### config.mk
export PLATFORM = sky130hd
export DESIGN_NAME = sobel_window_fetch
export DESIGN_NICKNAME = d
export VERILOG_FILES = /design/src/rtl/sobel_window_fetch.sv
export SDC_FILE = /design/constraint.sdc
export NUM_CORES = 1
export LEC_CHECK = 0
export CAP_MARGIN = 20
export CORE_UTILIZATION = 40
export DETAILED_ROUTE_END_ITERATION = 10
export SETUP_SLACK_MARGIN = 0.4
export SYNTH_ARGS = -nofsm -noshare
export SYNTH_HDL_FRONTEND = slang
export SYNTH_SLANG_ARGS = --single-unit
### constraint.sdc
create_clock -name clk -period 13 [get_ports clk]
set_clock_uncertainty 0.1 [all_clocks]
set_input_delay 1.3 -clock clk [delete_from_list [all_inputs] [get_ports clk]]
set_output_delay 1.3 -clock clk [all_outputs]
set_load 0.02 [all_outputs]
### src/rtl/sobel_window_fetch.sv
// 3x3 neighbourhood fetcher for the Sobel stage: full 9-pixel loads or 3-pixel
// shift-fills after a single-step move, reading a 1-cycle-latency single-port SRAM.
module sobel_window_fetch #(
    parameter int ADDR_W = 8,
    parameter int PIX_W  = 8
) (
    input  logic                 clk,
    input  logic                 n_reset,
    input  logic [11:0]          length,
    input  logic [ADDR_W-1:0]    center_addr,
    input  logic [1:0]           direction,
    input  logic                 load_full,
    input  logic                 load_shift,
    output logic [ADDR_W-1:0]    mem_addr,
    output logic                 mem_ren,
    input  logic [PIX_W-1:0]     mem_rdata,
    output logic [9*PIX_W-1:0]   window,
    output logic                 window_valid,
    output logic                 busy,
    output logic                 fill_done
);

    typedef enum logic [1:0] {
        S_IDLE  = 2'd0,
        S_ISSUE = 2'd1,
        S_DRAIN = 2'd2
    } state_t;

    localparam logic [1:0] M_FULL  = 2'b00;
    localparam logic [1:0] M_RIGHT = 2'b01;
    localparam logic [1:0] M_LEFT  = 2'b10;
    localparam logic [1:0] M_DOWN  = 2'b11;

    // Row/column {r,c} of the k-th read for a given fill mode.
    function automatic logic [3:0] rc_of(input logic [1:0] mode, input logic [3:0] k);
        logic [1:0] r;
        logic [1:0] c;
        case (mode)
            M_RIGHT: begin r = k[1:0]; c = 2'd2;   end
            M_LEFT:  begin r = k[1:0]; c = 2'd0;   end
            M_DOWN:  begin r = 2'd2;   c = k[1:0]; end
            default: begin
                r = (k >= 4'd6) ? 2'd2 : ((k >= 4'd3) ? 2'd1 : 2'd0);
                c = 2'(k - 4'd3 * {2'b00, r});
            end
        endcase
        return {r, c};
    endfunction

    function automatic logic [3:0] slot_idx(input logic [3:0] rc);
        return 4'd3 * {2'b00, rc[3:2]} + {2'b00, rc[1:0]};
    endfunction

    // Address math wraps modulo 2^ADDR_W on purpose; edges are the generator's job.
    function automatic logic [ADDR_W-1:0] addr_of(input logic [3:0] rc,
                                                  input logic [ADDR_W-1:0] base,
                                                  input logic [ADDR_W-1:0] len);
        logic [ADDR_W-1:0] row;
        logic [ADDR_W-1:0] res;
        case (rc[3:2])
            2'd0:    row = base - len;
            2'd1:    row = base;
            default: row = base + len;
        endcase
        case (rc[1:0])
            2'd0:    res = row - ADDR_W'(1);
            2'd1:    res = row;
            default: res = row + ADDR_W'(1);
        endcase
        return res;
    endfunction

    state_t              r_state;
    logic [3:0]          r_cnt;
    logic [3:0]          r_last;
    logic [1:0]          r_mode;
    logic [ADDR_W-1:0]   r_center;
    logic [ADDR_W-1:0]   r_len;
    logic                r_cap_vld;
    logic [3:0]          r_cap_slot;
    logic [ADDR_W-1:0]   r_mem_addr;
    logic                r_mem_ren;
    logic [9*PIX_W-1:0]  r_window;
    logic                r_valid;
    logic                r_busy;
    logic                r_done;

    logic                w_req;
    logic [1:0]          w_mode;
    logic [ADDR_W-1:0]   w_len;
    logic [9*PIX_W-1:0]  w_shifted;
    logic                w_len_unused;

    assign w_req        = load_full | load_shift;
    assign w_mode       = (load_full || direction == 2'b00) ? M_FULL : direction;
    assign w_len        = length[ADDR_W-1:0];
    assign w_len_unused = ^length[11:ADDR_W];

    // Window contents after the accept-edge shift for the requested move.
    always_comb begin
        w_shifted = r_window;
        for (int r = 0; r < 3; r++) begin
            case (w_mode)
                M_RIGHT: begin
                    w_shifted[(3*r)*PIX_W   +: PIX_W] = r_window[(3*r+1)*PIX_W +: PIX_W];
                    w_shifted[(3*r+1)*PIX_W +: PIX_W] = r_window[(3*r+2)*PIX_W +: PIX_W];
                end
                M_LEFT: begin
                    w_shifted[(3*r+2)*PIX_W +: PIX_W] = r_window[(3*r+1)*PIX_W +: PIX_W];
                    w_shifted[(3*r+1)*PIX_W +: PIX_W] = r_window[(3*r)*PIX_W   +: PIX_W];
                end
                M_DOWN: begin
                    w_shifted[r*PIX_W     +: PIX_W] = r_window[(r+3)*PIX_W +: PIX_W];
                    w_shifted[(r+3)*PIX_W +: PIX_W] = r_window[(r+6)*PIX_W +: PIX_W];
                end
                default: begin
                    w_shifted = r_window;
                end
            endcase
        end
    end

    // Fill FSM: accept, issue one read per cycle, capture data one cycle later.
    always_ff @(posedge clk) begin
        if (!n_reset) begin
            r_state    <= S_IDLE;
            r_cnt      <= 4'd0;
            r_last     <= 4'd0;
            r_mode     <= M_FULL;
            r_center   <= '0;
            r_len      <= '0;
            r_cap_vld  <= 1'b0;
            r_cap_slot <= 4'd0;
            r_mem_addr <= '0;
            r_mem_ren  <= 1'b0;
            r_window   <= '0;
            r_valid    <= 1'b0;
            r_busy     <= 1'b0;
            r_done     <= 1'b0;
        end else begin
            r_done <= 1'b0;
            if (r_cap_vld) begin
                r_window[r_cap_slot*PIX_W +: PIX_W] <= mem_rdata;
            end
            case (r_state)
                S_IDLE: begin
                    if (w_req) begin
                        r_mode     <= w_mode;
                        r_center   <= center_addr;
                        r_len      <= w_len;
                        r_valid    <= 1'b0;
                        r_busy     <= 1'b1;
                        r_mem_ren  <= 1'b1;
                        r_mem_addr <= addr_of(rc_of(w_mode, 4'd0), center_addr, w_len);
                        r_cnt      <= 4'd0;
                        r_last     <= (w_mode == M_FULL) ? 4'd8 : 4'd2;
                        r_window   <= w_shifted;
                        r_state    <= S_ISSUE;
                    end
                end
                S_ISSUE: begin
                    r_cap_vld  <= 1'b1;
                    r_cap_slot <= slot_idx(rc_of(r_mode, r_cnt));
                    if (r_cnt == r_last) begin
                        r_mem_ren <= 1'b0;
                        r_state   <= S_DRAIN;
                    end else begin
                        r_cnt      <= r_cnt + 4'd1;
                        r_mem_addr <= addr_of(rc_of(r_mode, r_cnt + 4'd1), r_center, r_len);
                    end
                end
                S_DRAIN: begin
                    r_cap_vld <= 1'b0;
                    r_busy    <= 1'b0;
                    r_valid   <= 1'b1;
                    r_done    <= 1'b1;
                    r_state   <= S_IDLE;
                end
                default: begin
                    r_state <= S_IDLE;
                end
            endcase
        end
    end

    assign mem_addr     = r_mem_addr;
    assign mem_ren      = r_mem_ren;
    assign window       = r_window;
    assign window_valid = r_valid;
    assign busy         = r_busy;
    assign fill_done    = r_done;

endmodule

Word level (Yosys, flattened, before mapping)
Cells that the tools add are included.
{"block": "word_totals", "wordCells": 164, "reg_bits": 117, "in_bits": 34, "out_inout_bits": 84}
{"block": "op_classes", "add_sub_neg": 13, "n_mul": 3, "shift": 2, "magnitude_cmp": 4, "bitwise": 1, "n_mux": 74, "n_reduce_logical": 23, "eq_ne": 24}
{"op": "72-bit two-way mux", "count": 3}
{"op": "8-bit one-hot mux with 2 select lines", "count": 10}
{"op": "8-bit two-way mux", "count": 16}
{"op": "72-bit bitwise mux", "count": 1}
{"op": "8-bit by 34-bit variable shift with 72-bit output (first input constant)", "count": 1}
{"op": "8-bit by 34-bit indexed part select with 72-bit output", "count": 1}
{"op": "2-bit two-way mux", "count": 23}
{"op": "7-bit negation with 34-bit output", "count": 1}
{"op": "16-bit two-way mux", "count": 2}
{"op": "8-bit by 1-bit adder with 8-bit output (second input constant)", "count": 2}
{"op": "8-bit adder", "count": 2}
{"op": "8-bit by 1-bit subtractor with 8-bit output (second input constant)", "count": 2}
{"op": "8-bit subtractor", "count": 2}
{"op": "2-bit by 1-bit equality test with 1-bit output (second input constant)", "count": 7}
{"op": "2-bit logical NOT", "count": 7}
{"op": "4-bit two-way mux", "count": 3}
{"op": "4-bit by 3-bit != test with 1-bit output (second input constant)", "count": 3}
{"op": "2-bit one-hot mux with 2 select lines", "count": 3}
{"op": "2-bit one-hot mux with 3 select lines", "count": 2}
{"op": "2-bit AND reduction", "count": 6}
{"op": "2-bit equality test (second input constant)", "count": 5}
{"op": "4-bit by 2-bit greater-or-equal comparator with 1-bit output (second input constant)", "count": 2}
{"op": "4-bit by 3-bit greater-or-equal comparator with 1-bit output (second input constant)", "count": 2}
{"op": "4-bit by 2-bit != test with 1-bit output (second input constant)", "count": 2}
{"op": "18 further kinds", "count": 36}

Logic depth before layout (Yosys ltp)
{"block": "logic_depth", "ltp_word": 17, "mapped_depth": 26, "ltp_nobuf": 22}

Least setup slack after synthesis
OpenSTA, ideal clock, no wires.
{"block": "synth_timing", "path_kind": "input-to-reg", "startpoint": "input load_full", "endpoint": "register r_mem_addr[7] (netlist: mem_addr[7])", "arrival_ns": 5.483, "setup_ns": 0.068, "required_ns": 12.832, "setup_slack_ns": 7.349, "path_buffers": 5, "stages": 23, "path_cell_list": "nand2b_1 clkbuf_1 clkinv_1 buf_1 ha_1 clkbuf_1 buf_1 clkbuf_1 nor2b_1 xnor2_1 ha_1 nor2b_1 o21ai_0 nand2b_1 a21o_1 a21oi_1 xnor2_1 ha_1 a21oi_1 o21ai_0 xnor2_1 o31ai_1 o2bb2ai_2"}
{"block": "synth_via", "elab_chain_len": 16, "word_cells_on_any_way": 28, "classes_between": "add/sub (2); eq/ne (5); mux (16); bitwise (1); reduce/logical (4)"}
{"item": "start: declaration", "line": "12", "rtl": "input logic load_full,"}
{"item": "1-bit logical OR *", "line": "95", "rtl": "assign w_mode = (load_full || direction == 2'b00) ? M_FULL : direction;"}
{"item": "2-bit two-way mux *", "line": "95"}
{"item": "named net w_mode[1]", "line": "89", "rtl": "logic [1:0] w_mode;"}
{"item": "2-bit equality test", "line": "38", "rtl": "case (mode)"}
{"item": "2-bit two-way mux", "line": "38"}
{"item": "2-bit two-way mux", "line": "147", "rtl": "if (w_req) begin"}
{"item": "2-bit two-way mux", "line": "145", "rtl": "case (r_state)"}
{"item": "2-bit two-way mux", "line": "125", "rtl": "if (!n_reset) begin"}
{"item": "2-bit by 1-bit equality test with 1-bit output / 2-bit logical NOT (equally long branches)", "line": "60", "rtl": "case (rc[3:2])"}
{"item": "8-bit one-hot mux with 2 select lines", "line": "60"}
{"item": "8-bit two-way mux", "line": "147"}
{"item": "8-bit two-way mux", "line": "145"}
{"item": "8-bit two-way mux", "line": "125"}
{"item": "8-bit by 1-bit adder with 8-bit output / 8-bit by 1-bit subtractor with 8-bit output (equally long branches)", "line": "68, 66"}
{"item": "8-bit one-hot mux with 2 select lines *", "line": "65", "rtl": "case (rc[1:0])"}
{"item": "8-bit two-way mux *", "line": "147"}
{"item": "8-bit one-hot mux with 2 select lines *", "line": "145"}
{"item": "end signal: assignment", "line": "154", "rtl": "r_mem_addr <= addr_of(rc_of(w_mode, 4'd0), center_addr, w_len);"}
{"item": "end signal: assignment", "line": "169", "rtl": "r_mem_addr <= addr_of(rc_of(r_mode, r_cnt + 4'd1), r_center, r_len);"}
{"item": "end: declaration", "line": "81", "rtl": "logic [ADDR_W-1:0] r_mem_addr;"}
The timed path passes the listed nets; every way through them passes the cells marked *. The select of a mux whose other input is x is not followed.
A chain may end at the register's enable or synchronous reset.

Worst setup path after layout
{"block": "layout_timing", "startpoint": "input load_full", "endpoint": "register r_mem_addr[6] (netlist: mem_addr[6])"}
{"block": "layout_via", "elab_chain_len": 16, "word_cells_on_any_way": 28, "classes_between": "add/sub (2); eq/ne (5); mux (16); bitwise (1); reduce/logical (4)"}
{"item": "1-bit logical OR", "line": "95"}
{"item": "2-bit two-way mux", "line": "95"}
{"item": "2-bit equality test", "line": "38"}
{"item": "2-bit two-way mux", "line": "38"}
{"item": "2-bit two-way mux", "line": "147"}
{"item": "2-bit two-way mux", "line": "145"}
{"item": "2-bit two-way mux", "line": "125"}
{"item": "2-bit by 1-bit equality test with 1-bit output / 2-bit logical NOT (equally long branches)", "line": "60"}
{"item": "8-bit one-hot mux with 2 select lines", "line": "60"}
{"item": "8-bit two-way mux", "line": "147"}
{"item": "8-bit two-way mux", "line": "145"}
{"item": "8-bit two-way mux", "line": "125"}
{"item": "8-bit by 1-bit adder with 8-bit output / 8-bit by 1-bit subtractor with 8-bit output (equally long branches)", "line": "68, 66"}
{"item": "8-bit one-hot mux with 2 select lines", "line": "65"}
{"item": "8-bit two-way mux", "line": "147"}
{"item": "8-bit one-hot mux with 2 select lines", "line": "145"}
Several ways; a longest one is shown, not always the timed one. The select of a mux whose other input is x is not followed.

==> impl_metrics.env <==
export IMPL_grtUsageMet3_pct=5.23
export IMPL_coreArea_um2=19600
export IMPL_wire_per_inst_um=18.0
export IMPL_h_tree_depth=4
export IMPL_port_buffers=113
export IMPL_track_usage_pct=25.1
export IMPL_drt_iter0_drc=564
export IMPL_yosysUniqueCellTypes=59
export IMPL_num_vias=7772
export IMPL_netlist_instances=1028
export IMPL_die_area_um2=20600
export IMPL_post_route_util_pct=50.7
export IMPL_critical_path_required_ns=13.21
export IMPL_antenna_left=0
export IMPL_seq_power_share_pct=26.8
export IMPL_wirelength_um=25000
export IMPL_maxSlewHeadroom_pct=26.5
export IMPL_start_kind="primary input"
export IMPL_die_h_um=144
export IMPL_status="finished, final reports clean"
export IMPL_drv_slew=0
export IMPL_swShare_pct=40.3
export IMPL_fin_ws_ns=6.88
export IMPL_final_cell_mix="nor2_1, dfxtp_1, nand2_1"
export IMPL_syn_to_final_growth_pct=23.8
export IMPL_final_cell_area_um2=9940
export IMPL_drv_cap=0
export IMPL_p_comb_share_pct=47.3
export IMPL_synthArstFlopShare_pct=0
export IMPL_grt_pass1_wl_um=39800
export IMPL_start_util_pct=41.0
export IMPL_synth_edf_count=0
export IMPL_powerDensity_nw_per_um2=186
export IMPL_clock_latency_ns=0.43
export IMPL_period_minus_slack_ns=6.12
export IMPL_n_antenna_cell=0
export IMPL_overflow=0
export IMPL_avgSynthCellArea_um2=7.81
export IMPL_die_width_um=144
export IMPL_fmax_mhz=163
export IMPL_synth_seq_area_share_pct=28.7
export IMPL_cts_tree="yes"
export IMPL_worst_pin_slew_ns=1.10
export IMPL_ys_seq_elements=115
export IMPL_p_sw_w=0.000747
export IMPL_cts_hold_buffers_added=0
export IMPL_end_kind="register"
export IMPL_min_period_over_period_pct=47.1
export IMPL_core_rowCount=51
export IMPL_via_per_inst=5.61
export IMPL_dp_hpwl_um=17500
export IMPL_clock_sinks=115
export IMPL_vdd_drop_max_uv=79.3
export IMPL_final_common_cell="nor2_1"
export IMPL_gp_congestion=0.861
export IMPL_use_met1_pct=33.8
export IMPL_postPlaceCellArea_um2=9350
export IMPL_setup_viol=0
export IMPL_hold_depth=2
export IMPL_clk_pin_slew_ns=0.05
export IMPL_hold_path_class="register to register"
export IMPL_syn_nets=1119
export IMPL_yosys_warnings=0
export IMPL_worstSetupPathType="primary input to register"
export IMPL_hold_viol=0
export IMPL_r2r_cells=19
export IMPL_fin_nets=1199
export IMPL_rsz0062_at_grt="false"
export IMPL_dpl_worst_slack_ns=6.47
export IMPL_cts_buffer_depth=2
export IMPL_grt_max_degree=111
export IMPL_grt_pass1_vias=7384
export IMPL_drc_errors=0
export IMPL_intPower_w=0.00111
export IMPL_p_clk_share_pct=25.9
export IMPL_grt_busiest_layer="met2"
export IMPL_arrival_ns=6.33
export IMPL_cts_buffers=17
export IMPL_finalSetupTns_ns=0
export IMPL_cts_resized=0
export IMPL_synth_ff_type="dfxtp_1"
export IMPL_placed_cells=1354
export IMPL_final_cells=1385
export IMPL_dr_pass1_iters=5
export IMPL_io_pins=118
export IMPL_cts_root_buffer="clkbuf_16"
export IMPL_fillCellCount=1969
export IMPL_p_leak_nw=3.94
export IMPL_antenna_found_initial=0
export IMPL_drive_above_1_share_pct=8.13
export IMPL_use_met2_pct=40.4
export IMPL_critPathMaxFanout=54
export IMPL_synth_area_um2=8030
export IMPL_postCtsSetupRepairBufs=0
-- cells in the mapped netlist, types with 3 or more instances --
cell type | count | area, µm²
clkbuf_1 | 49 | 184
nand3_1 | 15 | 75.1
and2_1 | 11 | 68.8
nor2_1 | 121 | 454
o21ai_0 | 73 | 365
or3_1 | 4 | 25.0
a221oi_1 | 14 | 123
a21oi_1 | 73 | 365
dfxtp_1 | 115 | 2300
o31ai_1 | 5 | 37.5
a21boi_0 | 25 | 188
inv_1 | 42 | 158
and3_1 | 12 | 75.1
o32ai_1 | 3 | 26.3
mux2_2 | 32 | 360
a211oi_1 | 10 | 75.1
o211a_1 | 9 | 90.1
xnor2_1 | 27 | 236
a21o_1 | 8 | 60.1
nor2b_1 | 22 | 138
nand2b_1 | 10 | 62.6
o221a_2 | 8 | 90.1
nand2_1 | 113 | 424
o211ai_1 | 12 | 90.1
a31oi_1 | 6 | 37.5
fa_1 | 6 | 120
nor3_1 | 28 | 140
mux2i_1 | 22 | 220
xor2_1 | 17 | 149
ha_1 | 51 | 638
o22ai_1 | 13 | 81.3
nand3b_1 | 4 | 30.0
o21bai_1 | 3 | 22.5
nand4_1 | 6 | 37.5
o21a_1 | 4 | 30.0
buf_1 | 10 | 37.5
o221ai_1 | 18 | 158
nor4_1 | 3 | 18.8
-- per-layer routing --
| layer | routed length (µm) | part of all wire (%) |
|---|---|---|
| met1 | 11800 | 47 |
| met2 | 11400 | 46 |
| met3 | 1350 | 5.4 |
| met4 | 364 | 1.5 |
| met5 | 0 | 0 |
-- path summary, 6_finish.rpt --
kind / start / end / slack [ns]
setup / recovery: load_full / mem_addr[6]$_SDFFE_PN0P_ / 6.88
hold / removal: mem_addr[1]$_SDFFE_PN0P_ / mem_addr[1]$_SDFFE_PN0P_ / 0.37
setup reg to reg: r_mode[0]$_SDFFE_PN0P_ / mem_addr[7]$_SDFFE_PN0P_ / 7.46
hold reg to reg: mem_addr[1]$_SDFFE_PN0P_ / mem_addr[1]$_SDFFE_PN0P_ / 0.37
-- logic make-up after synthesis --
group                      Yosys count  share of synthesized area [%]
DFF                                115                           28.7
AOI/OAI and AO/OA                  298                           24.5
muxes                               55                           7.51
xor gates and xnor gates            46                           5.30
adders and majority gates           57                           9.44
buffers and inverters              104                           4.97
and+or+nand+nor                    353                           19.6
-- registers in the layout, summed over array words and instances (netlist names) --
| signal | count |
|---|---|
| window_valid | 1 |
| r_len | 8 |
| r_cap_vld | 1 |
| fill_done | 1 |
| r_cap_slot | 4 |
| r_cnt | 4 |
| r_state | 2 |
| mem_addr | 8 |
| r_mode | 2 |
| mem_ren | 1 |
| busy | 1 |
| r_last | 2 |
| window | 72 |
| r_center | 8 |
-- through the flow --
step,power [W],hold WS [ns]
after floorplan,0.00109,0.343
after global placement,0.00136,0.359
after detailed placement,0.00137,0.366
after CTS,0.00186,0.374
after global routing,0.00198,0.390
final,0.00185,0.369
-- worst max-delay path, cell delays in order --
cell and delay [ns]:
clkdlybuf4s50_1 0.57, nand2b_1 0.14, buf_4 0.28, clkinv_1 0.54, ha_2 0.38, buf_4 0.31, o21ai_0 0.39, inv_1 0.09
ha_1 0.27, nor2b_1 0.12, o21ai_0 0.18, a21boi_0 0.14, o21ai_0 0.22, nor2b_1 0.19, xnor2_1 0.14, ha_1 0.29
a21oi_1 0.16, xor2_1 0.18, o22ai_1 0.10, a31oi_1 0.19, o21ai_0 0.11
-- layout make-up --
cell class / instances / area, µm² / share of cell area [%]
Clock buffer: 19 / 433 / 4.36
Inverter: 43 / 161 / 1.62
Sequential cell: 115 / 2300 / 23.2
Clock inverter: 12 / 158 / 1.59
Timing Repair Buffer: 122 / 1200 / 12.0
Tap cell: 265 / 332 / 3.34
Multi-Input combinational cell: 809 / 5360 / 53.9
-- power groups by stage --
stage / Clock (W) / Combinational [W] / Sequential, W
finish: 0.000481 / 0.000876 / 0.000496
CTS: 0.000485 / 0.000876 / 0.000496
global route: 0.000501 / 0.000970 / 0.000505
global placement: 0 / 0.000857 / 0.000503
detailed placement: 0 / 0.000870 / 0.000502
floorplan: 0 / 0.000549 / 0.000542
No activity file was read; power rests on OpenSTA's default activity.
